## src/rtl/dds_pkg.sv

```systemverilog
// Shared widths, waveform encoding and sequencer state type for the DDS datapath.
package dds_pkg;

    localparam int PHASE_W_DEF = 24;
    localparam int ADDR_W_DEF  = 10;
    localparam int N_WAVE_DEF  = 4;

    typedef enum logic [1:0] {SINE, SQUARE, TRI, SAW} wave_t;

    typedef enum logic {WAIT_RDY, RUN} seq_state_t;

    // Round-robin step through the first n_wave waveforms.
    function automatic wave_t next_wave(input wave_t cur, input int n_wave);
        logic [1:0] step;
        step = cur;
        if (int'(step) >= n_wave - 1) begin
            return SINE;
        end
        step = step + 2'd1;
        return wave_t'(step);
    endfunction

endpackage

```

## src/rtl/dds_phase_acc.sv

```systemverilog
// Phase accumulator: adds the increment on enable, clears synchronously,
// and exposes the next phase and carry-out combinationally for the caller.
module dds_phase_acc
    import dds_pkg::*;
#(
    parameter int W = PHASE_W_DEF
) (
    input  logic         clk,
    input  logic         rst_n,
    input  logic         en,
    input  logic         clr,
    input  logic [W-1:0] inc,
    output logic [W-1:0] sum,
    output logic         carry
);

    logic [W-1:0] phase_q;
    logic [W-1:0] phase_d;
    logic [W:0]   sum_full;

    always_comb begin
        sum_full = {1'b0, phase_q} + {1'b0, inc};
        phase_d  = phase_q;
        if (clr) begin
            phase_d = '0;
        end else if (en) begin
            phase_d = sum_full[W-1:0];
        end
    end

    always_ff @(posedge clk or negedge rst_n) begin
        if (!rst_n) begin
            phase_q <= '0;
        end else begin
            phase_q <= phase_d;
        end
    end

    assign sum   = sum_full[W-1:0];
    assign carry = sum_full[W];

endmodule

```

## src/rtl/dds_wave_sequencer.sv

```systemverilog
// DDS sequencer: run/wait FSM, pending tuning-word and waveform requests applied at
// phase wrap, and the DAC valid/ack handshake.
module dds_wave_sequencer
    import dds_pkg::*;
#(
    parameter int PHASE_W = PHASE_W_DEF,
    parameter int ADDR_W  = ADDR_W_DEF,
    parameter int N_WAVE  = N_WAVE_DEF
) (
    input  logic               Fg_CLK,
    input  logic               RESETn,
    input  logic               Ready,
    input  logic               SampEn,
    input  logic               WaveBTN,
    input  logic               FreqWr,
    input  logic [PHASE_W-1:0] FreqWord,
    output logic [ADDR_W-1:0]  RomAddr,
    output logic [1:0]         WaveSel,
    output logic               DacValid,
    input  logic               DacAck,
    output logic               Overrun,
    output logic               Running
);

    // DAC handshake: DacValid rises with each accepted sample and stays high until a cycle
    // with DacAck=1; a sample is accepted only when the DAC slot is free or being acked.
    seq_state_t         state_q, state_d;
    logic [PHASE_W-1:0] active_tw_q, active_tw_d;
    logic [PHASE_W-1:0] pend_tw_q, pend_tw_d;
    logic               pend_tw_v_q, pend_tw_v_d;
    logic               wave_req_q, wave_req_d;
    wave_t              wave_sel_q, wave_sel_d;
    logic [ADDR_W-1:0]  rom_addr_q, rom_addr_d;
    logic               dac_valid_q, dac_valid_d;
    logic               overrun_q, overrun_d;

    logic               stay, leave, accept, apply, carry;
    logic [PHASE_W-1:0] sum;

    dds_phase_acc #(.W(PHASE_W)) u_acc (
        .clk   (Fg_CLK),
        .rst_n (RESETn),
        .en    (accept),
        .clr   (leave),
        .inc   (active_tw_q),
        .sum   (sum),
        .carry (carry)
    );

    always_comb begin
        stay        = (state_q == RUN) && Ready;
        leave       = (state_q == RUN) && !Ready;
        accept      = stay && SampEn && (!dac_valid_q || DacAck);
        apply       = accept && (carry || (active_tw_q == '0));

        state_d     = state_q;
        active_tw_d = active_tw_q;
        pend_tw_d   = pend_tw_q;
        pend_tw_v_d = pend_tw_v_q;
        wave_req_d  = wave_req_q;
        wave_sel_d  = wave_sel_q;
        rom_addr_d  = rom_addr_q;
        dac_valid_d = dac_valid_q;
        overrun_d   = stay && SampEn && dac_valid_q && !DacAck;

        case (state_q)
            WAIT_RDY: if (Ready)  state_d = RUN;
            RUN:      if (!Ready) state_d = WAIT_RDY;
            default:  state_d = WAIT_RDY;
        endcase

        if (leave) begin
            dac_valid_d = 1'b0;
        end else if (accept) begin
            dac_valid_d = 1'b1;
            rom_addr_d  = sum[PHASE_W-1 -: ADDR_W];
        end else if (stay && DacAck) begin
            dac_valid_d = 1'b0;
        end

        // The sample on the apply edge still uses the old active_tw (it feeds the adder).
        if (apply && pend_tw_v_q) begin
            active_tw_d = pend_tw_q;
            pend_tw_v_d = 1'b0;
        end
        if (apply && wave_req_q) begin
            wave_sel_d = next_wave(wave_sel_q, N_WAVE);
            wave_req_d = 1'b0;
        end

        // New requests arriving on an apply edge win over the clear and wait for the next wrap.
        if (FreqWr) begin
            pend_tw_d   = FreqWord;
            pend_tw_v_d = 1'b1;
        end
        if (stay && WaveBTN) begin
            wave_req_d = 1'b1;
        end
    end

    always_ff @(posedge Fg_CLK or negedge RESETn) begin
        if (!RESETn) begin
            state_q     <= WAIT_RDY;
            active_tw_q <= '0;
            pend_tw_q   <= '0;
            pend_tw_v_q <= 1'b0;
            wave_req_q  <= 1'b0;
            wave_sel_q  <= SINE;
            rom_addr_q  <= '0;
            dac_valid_q <= 1'b0;
            overrun_q   <= 1'b0;
        end else begin
            state_q     <= state_d;
            active_tw_q <= active_tw_d;
            pend_tw_q   <= pend_tw_d;
            pend_tw_v_q <= pend_tw_v_d;
            wave_req_q  <= wave_req_d;
            wave_sel_q  <= wave_sel_d;
            rom_addr_q  <= rom_addr_d;
            dac_valid_q <= dac_valid_d;
            overrun_q   <= overrun_d;
        end
    end

    assign RomAddr  = rom_addr_q;
    assign WaveSel  = wave_sel_q;
    assign DacValid = dac_valid_q;
    assign Overrun  = overrun_q;
    assign Running  = (state_q == RUN);

endmodule

```

## config.mk

```make
export PLATFORM = sky130hd
export DESIGN_NAME = dds_wave_sequencer
export DESIGN_NICKNAME = d
export VERILOG_FILES = /design/src/rtl/dds_pkg.sv /design/src/rtl/dds_phase_acc.sv /design/src/rtl/dds_wave_sequencer.sv
export SDC_FILE = /design/constraint.sdc
export NUM_CORES = 1
export LEC_CHECK = 0
export CELL_PAD_IN_SITES_DETAIL_PLACEMENT = 1
export CELL_PAD_IN_SITES_GLOBAL_PLACEMENT = 2
export CORE_ASPECT_RATIO = 0.5
export CORE_UTILIZATION = 30
export DETAILED_ROUTE_END_ITERATION = 12
export PLACE_DENSITY = 0.74
export SYNTH_ARGS = -nofsm -noshare
export SYNTH_HDL_FRONTEND = slang
export SYNTH_HIERARCHICAL = 1
export SYNTH_SLANG_ARGS = --single-unit
```

## constraint.sdc

```tcl
create_clock -name Fg_CLK -period 2.95 [get_ports Fg_CLK]
set_clock_uncertainty 0.15 [all_clocks]
set_input_delay 0.59 -clock Fg_CLK [delete_from_list [all_inputs] [get_ports Fg_CLK]]
set_output_delay 0.59 -clock Fg_CLK [all_outputs]
set_load 0.03 [all_outputs]
```

==> flow_metrics.py, run 1 <==
metrics = {
    "run_status": {
        "status": "finished with violations",
        "violations": "negative setup slack",
    },
    "floorplanning": {
        "fp.dieW_um": 184,
        "dieArea_um2": 17000,
        "core_area_um2": 15700,
        "ios": 46,
        "start_util": 0.314,
        "die_y_um": 92.8,
        "rows": 32,
    },
    "timing": {
        "slew_violations": 0,
        "rsz0062_at_grt": "true",
        "fin_ws_ps": -257,
        "hold_viol": 0,
        "relSlewSlack": 0.426,
        "fmax_mhz": 312,
        "fin_crit_sh": 1.09,
        "min_period_ps": 3210,
        "setup_viol": 28,
        "setup_tns_ps": -5990,
        "worst_slew_pin_slew_ps": 852,
    },
    "cells_and_area": {
        "nFillCells": 1688,
        "instances_no_fill": 744,
        "nets": 575,
        "diodes": 0,
        "drive_gt1_frac": 0.304,
        "syn_to_final_growth_pct": 30.5,
    },
    "clock_tree": {
        "cts_sinks": 89,
        "ctsHoldBuffers": 0,
        "htreeDepth": 3,
        "cts.clk_slew.worst_paths_ps": 70,
        "clk_latency_ps": 340,
        "cts_root_buf": "clkbuf_16",
        "cts_buffer_depth": 2,
        "cts_tree": "done",
        "numCtsBuffers": 9,
    },
    "route": {
        "drt_first_pass_iters": 4,
        "ant_nets": 0,
        "vias": 3593,
        "drt-initial-drc-count": 156,
        "routed_wl_um": 12300,
        "post_drt_wl_per_cell_um": 16.5,
        "post-route-drc-count": 0,
        "vias_per_cell": 4.83,
    },
    "setup_path": {
        "critical_path_peak_fanout": 15,
        "worstPathRequired_ps": 3020,
        "critPathKind": "reg2reg",
        "cp-end-kind": "flip-flop",
        "arrival_ps": 3270,
        "start_kind": "flip-flop",
    },
    "global_routing": {
        "grt_first_pass_wirelength_um": 20400,
        "grt_pass1_vias": 3874,
        "gr-usage-all-layers": 0.154,
        "grt_antenna_before_repair": 0,
        "grt_max_degree": 61,
        "gr-total-overflow": 0,
    },
    "placement": {
        "dp_hpwl_um": 9120,
        "place_congestion": 0.812,
        "io_buffers": 45,
        "place_inst": 721,
    },
    "power_and_ir_drop": {
        "powerDensity_nw_per_um2": 781,
        "power_leakage_uw": 0.00297,
        "max-vdd-ir-drop_v": 0.000349,
    },
    "yosys": {
        "syn-num-nets": 483,
        "post_synth_inst_count": 426,
        "syn-cell-area_um2": 4950,
        "avgSynthCellArea_um2": 11.6,
        "yosys_warnings": 6,
    },
    "job": {
        "max-cap-violations": 0,
    },
    "hold_path": {
        "hold_path.class": "in2async",
    },
}
-- routing by layer --
layer | up-vias | wire (µm) | track usage
met3 | 15 | 252 | 0.0299
met1 | 1797 | 6220 | 0.215
li1 | 1728 | - | -
met5 | - | 0 | 0
met2 | 53 | 5620 | 0.242
met4 | 0 | 211 | 0.0417
-- critical path: stages (launching register included) --
cell and delay (ps):
dfrtp_1 370, ha_2 200, inv_2 40, fa_2 360, nor2b_4 130, o2111ai_2 130
a211oi_2 280, o21a_2 170, o21a_1 200, a21oi_2 90, o21ai_2 200, a31oi_4 90
nor2_8 180, buf_12 190, mux2_4 310
-- metrics by stage --
step	utilization	cell area [µm²]	hold WS, ps	total power (µW)	worst slack, ps
4_1_cts	0.405	6370	51.8	5060	-158
2_1_floorplan	-	4950	144	2870	-55.2
3_3_place_gp	0.378	5950	312	3580	-142
6_report	0.410	6450	32.6	5040	-257
5_1_grt	0.410	6450	58.9	5340	-365
3_5_place_dp	0.378	5950	333	3640	-214
-- registers in the layout, summed over array words and instances, names as in the netlist --
| register | flops |
|---|---|
| DacValid | 1 |
| Overrun | 1 |
| RomAddr | 10 |
| Running | 1 |
| WaveSel | 2 |
| active_tw_q | 24 |
| pend_tw_q | 24 |
| pend_tw_v_q | 1 |
| u_acc/phase_q | 24 |
| wave_req_q | 1 |
-- layout make-up --
cell class / instances / area, µm² / area share
inverters: 10 / 37.5 / 0.00582
well taps: 221 / 277 / 0.0428
flip-flops and latches: 89 / 2230 / 0.345
repair buffers: 101 / 901 / 0.140
clock buffers: 10 / 239 / 0.0370
clock inverters: 6 / 113 / 0.0174
multi-input cells: 307 / 2660 / 0.412
-- where the power goes --
group	switching, µW	internal, µW
Sequential	226	1500
Combinational	972	988
Clock	495	856
-- timing repair --
item,4_1_cts,5_1_grt
setup buffers,4,4
gates resized for setup,11,11
setup endpoints to repair,29,32
cloned,0,0
pin swaps,2,4
-- placed cells by master, fill, tap and decap left out, types with 11 or more instances in the layout --
| cell type | count |
|---|---|
| mux2_4 | 27 |
| dfrtp_1 | 89 |
| ha_1 | 24 |
| nand2_1 | 22 |
| xnor2_1 | 11 |
| nor2_1 | 36 |
| buf_4 | 53 |
| mux2_2 | 33 |
| a21oi_1 | 20 |
| mux2i_1 | 11 |
| clkdlybuf4s50_1 | 44 |
-- path summary, 6_finish.rpt --
path	slack, ps	endpoint	cells past startpoint	from
max	-260	active_tw_q[4]$_DFFE_PN0P_	14	u_acc/phase_q[0]$_DFFE_PN0P_
min	30	pend_tw_q[5]$_DFFE_PN0P_	1	RESETn
min reg2reg	340	pend_tw_v_q$_DFFE_PN0P_	1	pend_tw_v_q$_DFFE_PN0P_
max in group asynchronous	1950	RomAddr[4]$_DFFE_PN0P_	2	RESETn
max reg2reg	-260	active_tw_q[4]$_DFFE_PN0P_	14	u_acc/phase_q[0]$_DFFE_PN0P_
min in group Fg_CLK	340	pend_tw_v_q$_DFFE_PN0P_	1	pend_tw_v_q$_DFFE_PN0P_
No activity file was read; power rests on OpenSTA's default activity.
==> inputs of run 2 (changes only) <==
--- a/config.mk
+++ b/config.mk
@@ -6,11 +6,12 @@
 export NUM_CORES = 1
 export LEC_CHECK = 0
 export CELL_PAD_IN_SITES_DETAIL_PLACEMENT = 1
-export CELL_PAD_IN_SITES_GLOBAL_PLACEMENT = 2
+export CELL_PAD_IN_SITES_GLOBAL_PLACEMENT = 1
 export CORE_ASPECT_RATIO = 0.5
+export CORE_MARGIN = 5
 export CORE_UTILIZATION = 30
 export DETAILED_ROUTE_END_ITERATION = 12
-export PLACE_DENSITY = 0.74
+export PLACE_DENSITY = 0.63
 export SYNTH_ARGS = -nofsm -noshare
 export SYNTH_HDL_FRONTEND = slang
 export SYNTH_HIERARCHICAL = 1
==> constraint.sdc (replaced) <==
create_clock -name Fg_CLK -period 3.4 [get_ports Fg_CLK]
set_clock_uncertainty 0.15 [all_clocks]
set_input_delay 0.68 -clock Fg_CLK [delete_from_list [all_inputs] [get_ports Fg_CLK]]
set_output_delay 0.68 -clock Fg_CLK [all_outputs]
set_load 0.03 [all_outputs]
==> run 2 against run 1 <==
Net effect:
- the flow now finishes without violations
- critical path depth fell by 2
- sequential share of layout area rose by 2.2 points
- clock power fell by 18%
- wire length fell by 2.8%
- die area rose by 13%
- total power fell by 19%
- clock-buffer cell count rose by 1
- sequential cell count did not move
- first-iteration DRC count fell by 0.64%
- via count fell by 2.4%
- non-clock buffer count fell by 36
- combinational power fell by 25%
- highest routed layer unchanged
==> flow_metrics.py, run 2 (same netlist as run 1, synthesis figures left out) <==
metrics = {
    "cells_and_area": {
        "syn_to_final_growth_pct": 22.7,
        "layout_common_cells": "dfrtp_1 (89), clkdlybuf4s50_1 (44), mux2_2 (40), nor2_1 (37), ha_1 (25)",
        "final_area_um2": 6070,
        "reg.largest.list": "active_tw_q: 24 flops, pend_tw_q: 24 flops, u_acc/phase_q: 24 flops",
        "nets": 539,
        "mostFrequentLayoutCell": "dfrtp_1",
        "diodes": 0,
        "drive_gt1_frac": 0.236,
        "instances_no_fill": 714,
    },
    "floorplanning": {
        "fp.dieW_um": 192,
        "dieArea_um2": 19300,
        "core_area_um2": 16300,
        "rows": 33,
        "die_y_um": 101,
        "ios": 46,
        "start_util": 0.304,
    },
    "placement": {
        "place_inst": 698,
        "dp_hpwl_um": 8890,
        "dpl_cell_area_um2": 5720,
        "place_congestion": 0.821,
        "io_buffers": 45,
    },
    "route": {
        "post_drt_wl_per_cell_um": 16.7,
        "drt_first_pass_iters": 4,
        "ant_nets": 0,
        "routed_wl_um": 12000,
        "vias_per_cell": 4.91,
        "post-route-drc-count": 0,
        "vias": 3506,
        "drt-initial-drc-count": 155,
    },
    "timing": {
        "relSlewSlack": 0.366,
        "hold_viol": 0,
        "rsz0062_at_grt": "false",
        "fmax_mhz": 310,
        "setup_tns_ps": 0,
        "worst_slew_pin_slew_ps": 951,
        "min_period_ps": 3230,
        "setup_viol": 0,
        "fin_crit_sh": 0.949,
        "slew_violations": 0,
    },
    "run_status": {
        "status": "completed",
    },
    "power_and_ir_drop": {
        "max-vdd-ir-drop_v": 0.000257,
        "powerDensity_nw_per_um2": 675,
        "power_leakage_uw": 0.00275,
    },
    "clock_tree": {
        "clk_latency_ps": 340,
        "cts_tree": "done",
        "numCtsBuffers": 9,
        "ctsHoldBuffers": 0,
        "cts_sinks": 89,
        "cts.clk_slew.worst_paths_ps": 70,
        "htreeDepth": 3,
        "cts_buffer_depth": 2,
        "cts_root_buf": "clkbuf_16",
    },
    "setup_path": {
        "crit_path_start": "active_tw_q[13]$_DFFE_PN0P_",
        "cp-end-kind": "flip-flop",
        "r2r_cells": 12,
        "max_stage_delay_ps": 420,
        "cp-endpoint": "active_tw_q[3]$_DFFE_PN0P_",
        "start_kind": "flip-flop",
        "worst-r2r-setup-slack_ps": 170,
        "arrival_ps": 3300,
        "r2r_end": "active_tw_q[3]$_DFFE_PN0P_",
        "cp_slowest_cell": "dfrtp_1",
        "crit_chain": "ha_1 -> a21o_1 -> a21oi_1 -> o21bai_1 -> nor2b_1 -> a2111o_1 -> a21oi_2 -> o21ai_2 -> a31oi_2 -> nor2_8 -> buf_12 -> mux2_4",
        "r2r_start": "active_tw_q[13]$_DFFE_PN0P_",
        "critPathKind": "reg2reg",
        "critical_path_peak_fanout": 18,
        "worstPathRequired_ps": 3470,
    },
    "global_routing": {
        "grt_antenna_before_repair": 0,
        "grt_pass1_vias": 3806,
        "grt_first_pass_wirelength_um": 19900,
        "gr-usage-all-layers": 0.131,
        "gr-total-overflow": 0,
        "grt_max_degree": 73,
    },
    "job": {
        "max-cap-violations": 0,
    },
    "hold_path": {
        "hold_path.class": "in2async",
    },
}
## run 2: changes by cell type in the layout (fill, tap and decap cells not counted), moves of 2 or more
| cell | previous run | this run |
|---|---|---|
| buf_4 | 53 | 20 |
| buf_6 | 2 | 0 |
| clkinv_4 | 0 | 2 |
| mux2_2 | 33 | 40 |
| mux2_4 | 27 | 20 |
## run 2: metal layers
| layer | track usage | vias to the layer above | part of all wire |
|---|---|---|---|
| li1 | - | 1668 | - |
| met1 | 0.177 | 1788 | 0.51 |
| met2 | 0.215 | 39 | 0.46 |
| met3 | 0.0277 | 11 | 0.022 |
| met4 | 0.0336 | 0 | 0.013 |
| met5 | 0 | - | 0 |
## run 2: repair_timing
action                                  4_1_cts  5_1_grt
gates resized for setup                       1        2
pin swaps                                     0        1
endpoints found under the setup margin        5       26
setup buffers                                 0        0
## run 2: per-stage QoR
step | util | power, µW | setup slack (ps) | hold slack, ps
3_5_place_dp | 0.352 | 3020 | 9.22 | 316
2_1_floorplan | - | 2480 | 247 | 234
5_1_grt | 0.373 | 4350 | 3.26 | 337
6_report | 0.373 | 4100 | 175 | 329
3_3_place_gp | 0.352 | 2980 | 99.6 | 309
4_1_cts | 0.373 | 4160 | 25.2 | 332
## run 2: worst max-delay path, delay by kind of cell, from the launching register on
kind,cells,cell delay [ps]
AOI/OAI and AO/OA,7,1490
DFF,1,420
adders and majority gates,1,330
muxes,1,300
and+or+nand+nor,2,240
buffers and inverters,1,170
## run 2: area by class of cell
class	count	area (µm²)
fill	1785	10200
multi-input combinational	307	2570
sequential	89	2230
timing repair buffer	65	611
tap	227	284
clock buffer	11	253
clock inverter	5	86.3
inverter	10	37.5
## run 2: worst min-delay path by stage
| stage | startpoint | endpoint | cells past startpoint |
|---|---|---|---|
| floorplan | RESETn | DacValid$_DFFE_PN0P_ | 0 |
| global placement | pend_tw_v_q$_DFFE_PN0P_ | pend_tw_v_q$_DFFE_PN0P_ | 1 |
| detailed placement | pend_tw_v_q$_DFFE_PN0P_ | pend_tw_v_q$_DFFE_PN0P_ | 1 |
| CTS | pend_tw_v_q$_DFFE_PN0P_ | pend_tw_v_q$_DFFE_PN0P_ | 1 |
| global route | pend_tw_v_q$_DFFE_PN0P_ | pend_tw_v_q$_DFFE_PN0P_ | 1 |
| finish | RESETn | active_tw_q[5]$_DFFE_PN0P_ | 1 |
## run 2: where the power goes
group          switching [µW]  internal (µW)  leakage, µW
clock                     425            690     0.000166
combinational             768            706      0.00144
sequential                206           1300      0.00114
total                    1400           2700      0.00275
==> inputs of run 3 (changes only) <==
--- a/config.mk
+++ b/config.mk
@@ -9,9 +9,10 @@
 export CELL_PAD_IN_SITES_GLOBAL_PLACEMENT = 1
 export CORE_ASPECT_RATIO = 0.5
 export CORE_MARGIN = 5
-export CORE_UTILIZATION = 30
+export CORE_UTILIZATION = 47
 export DETAILED_ROUTE_END_ITERATION = 12
-export PLACE_DENSITY = 0.63
+export PLACE_DENSITY = 0.88
+export RECOVER_POWER = 100
 export SYNTH_ARGS = -nofsm -noshare
 export SYNTH_HDL_FRONTEND = slang
 export SYNTH_HIERARCHICAL = 1
==> run 3 against run 2 <==
Net effect:
- the run now ends with max-capacitance violations, max-slew violations, negative setup slack left
- final area down 0.19%
- global-route usage up 11 points
- sequential cell count unchanged
- clock-buffer cell count down 2
- maximum frequency down 7.6%
- wire length up 24%
==> flow_metrics.py, run 3 (same netlist as run 1, synthesis figures left out) <==
metrics = {
    "timing": {
        "fin_ws_ps": -90.1,
        "min_period_ps": 3490,
        "setup_viol": 23,
        "relSlewSlack": -0.0256,
        "hold_viol": 0,
        "rsz0062_at_grt": "true",
        "slew_violations": 60,
        "fmax_mhz": 287,
        "worst_slew_pin_slew_ps": 1540,
        "fin_crit_sh": 1.03,
    },
    "cells_and_area": {
        "final_util": 0.591,
        "diodes": 0,
        "drive_gt1_frac": 0.244,
        "layout_common_cells": "dfrtp_1 (89), mux2_2 (37), nor2_1 (36), clkdlybuf4s50_1 (26), ha_1 (24)",
        "syn_to_final_growth_pct": 22.5,
        "mostFrequentLayoutCell": "dfrtp_1",
        "nets": 545,
        "instances_no_fill": 632,
        "reg.largest.list": "active_tw_q: 24 flops, pend_tw_q: 24 flops, u_acc/phase_q: 24 flops",
        "final_area_um2": 6060,
    },
    "route": {
        "post-route-drc-count": 0,
        "routed_wl_um": 14800,
        "vias_per_cell": 5.92,
        "drt-initial-drc-count": 245,
        "vias": 3742,
        "post_drt_wl_per_cell_um": 23.4,
        "ant_nets": 0,
        "drt_first_pass_iters": 4,
    },
    "job": {
        "max-cap-violations": 1,
    },
    "global_routing": {
        "grt_first_pass_wirelength_um": 23200,
        "grt_pass1_vias": 4033,
        "grt_antenna_before_repair": 0,
        "grt_max_degree": 60,
        "gr-usage-all-layers": 0.238,
        "gr-total-overflow": 0,
    },
    "hold_path": {
        "hold_path.class": "reg2reg",
    },
    "placement": {
        "io_buffers": 45,
        "dp_hpwl_um": 9650,
        "dpl_cell_area_um2": 5610,
        "place_inst": 609,
        "place_congestion": 0.859,
    },
    "power_and_ir_drop": {
        "internal_power_uw": 2730,
        "clock_power_share": 0.272,
        "max-vdd-ir-drop_v": 0.000256,
        "powerDensity_nw_per_um2": 710,
        "switchingPower_uw": 1570,
        "comb_power_share": 0.369,
        "total_power_uw": 4300,
        "power_leakage_uw": 0.00281,
        "p_sw_frac": 0.365,
        "pwr-share-seq": 0.359,
    },
    "floorplanning": {
        "die_y_um": 82.5,
        "core_area_um2": 10200,
        "fp.dieW_um": 155,
        "start_util": 0.483,
        "ios": 46,
        "dieArea_um2": 12800,
        "rows": 26,
    },
    "run_status": {
        "violations": "max-capacitance violations, max-slew violations, negative setup slack",
        "status": "finished with violations",
    },
    "setup_path": {
        "worstPathRequired_ps": 3480,
        "critical_path_peak_fanout": 7,
        "start_kind": "flip-flop",
        "arrival_ps": 3570,
        "critPathKind": "reg2reg",
        "cp-end-kind": "flip-flop",
    },
    "clock_tree": {
        "cts_root_buf": "clkbuf_16",
        "cts_buffer_depth": 2,
        "numCtsBuffers": 9,
        "htreeDepth": 3,
        "cts_sinks": 89,
        "cts.clk_slew.worst_paths_ps": 70,
        "cts_tree": "done",
        "clk_latency_ps": 350,
    },
}
[run 3: routing by layer]
layer | vias up | share of wire | track usage
met5 | - | 0 | 0
met2 | 107 | 0.50 | 0.411
met4 | 0 | 0.038 | 0.117
met3 | 39 | 0.041 | 0.0469
li1 | 1669 | - | -
met1 | 1927 | 0.42 | 0.291
[run 3: power by group through the flow]
stage          clock, µW  sequential, µW  combinational (µW)
3_3_place_gp           0            1520                1410
5_1_grt             1230            1570                1700
6_report            1170            1540                1590
2_1_floorplan          0            1580                 901
4_1_cts             1180            1540                1550
3_5_place_dp           0            1550                1500
[run 3: through the flow]
stage	setup slack [ps]	TNS, ps	hold slack (ps)
floorplan	247	0	234
global placement	58.1	0	309
detailed placement	-91.1	-1230	335
CTS	25.1	0	304
global route	-159	-3200	367
finish	-90.1	-1490	350
[run 3: layout make-up]
class	instances	area, µm²
clock buffers	9	225
multi-input cells	307	2620
clock inverters	6	115
flip-flops and latches	89	2230
inverters	10	37.5
fillers	1061	4190
well taps	140	175
repair buffers	71	662
[run 3: repair_timing]
action,CTS,global route
pin swaps,2,9
setup endpoints to repair,26,24
gates cloned,0,1
setup buffers,1,6
hold buffers,0,0
resized for setup,4,12
[run 3: critical path, stage by stage (launching register included)]
cell,delay [ps]
dfrtp_1,370
ha_2,210
inv_2,50
fa_2,430
nor2b_4,170
o2111ai_4,150
a211oi_2,330
o21a_2,220
o21a_4,170
a21oi_4,60
o21ai_2,200
a31oi_4,90
nor2_8,260
clkbuf_16,200
mux2_4,300
[run 3: path summary, 6_finish.rpt]
check                                      startpoint                             to  slack, ps  cells after the start
max                        active_tw_q[0]$_DFFE_PN0P_     active_tw_q[8]$_DFFE_PN0P_        -90                     14
min                          pend_tw_q[7]$_DFFE_PN0P_     active_tw_q[7]$_DFFE_PN0P_        350                      1
max reg2reg                active_tw_q[0]$_DFFE_PN0P_     active_tw_q[8]$_DFFE_PN0P_        -90                     14
min reg2reg                  pend_tw_q[7]$_DFFE_PN0P_     active_tw_q[7]$_DFFE_PN0P_        350                      1
max in group asynchronous                      RESETn  u_acc/phase_q[14]$_DFFE_PN0P_       1000                      2
min in group asynchronous                      RESETn     active_tw_q[4]$_DFFE_PN0P_        560                      1
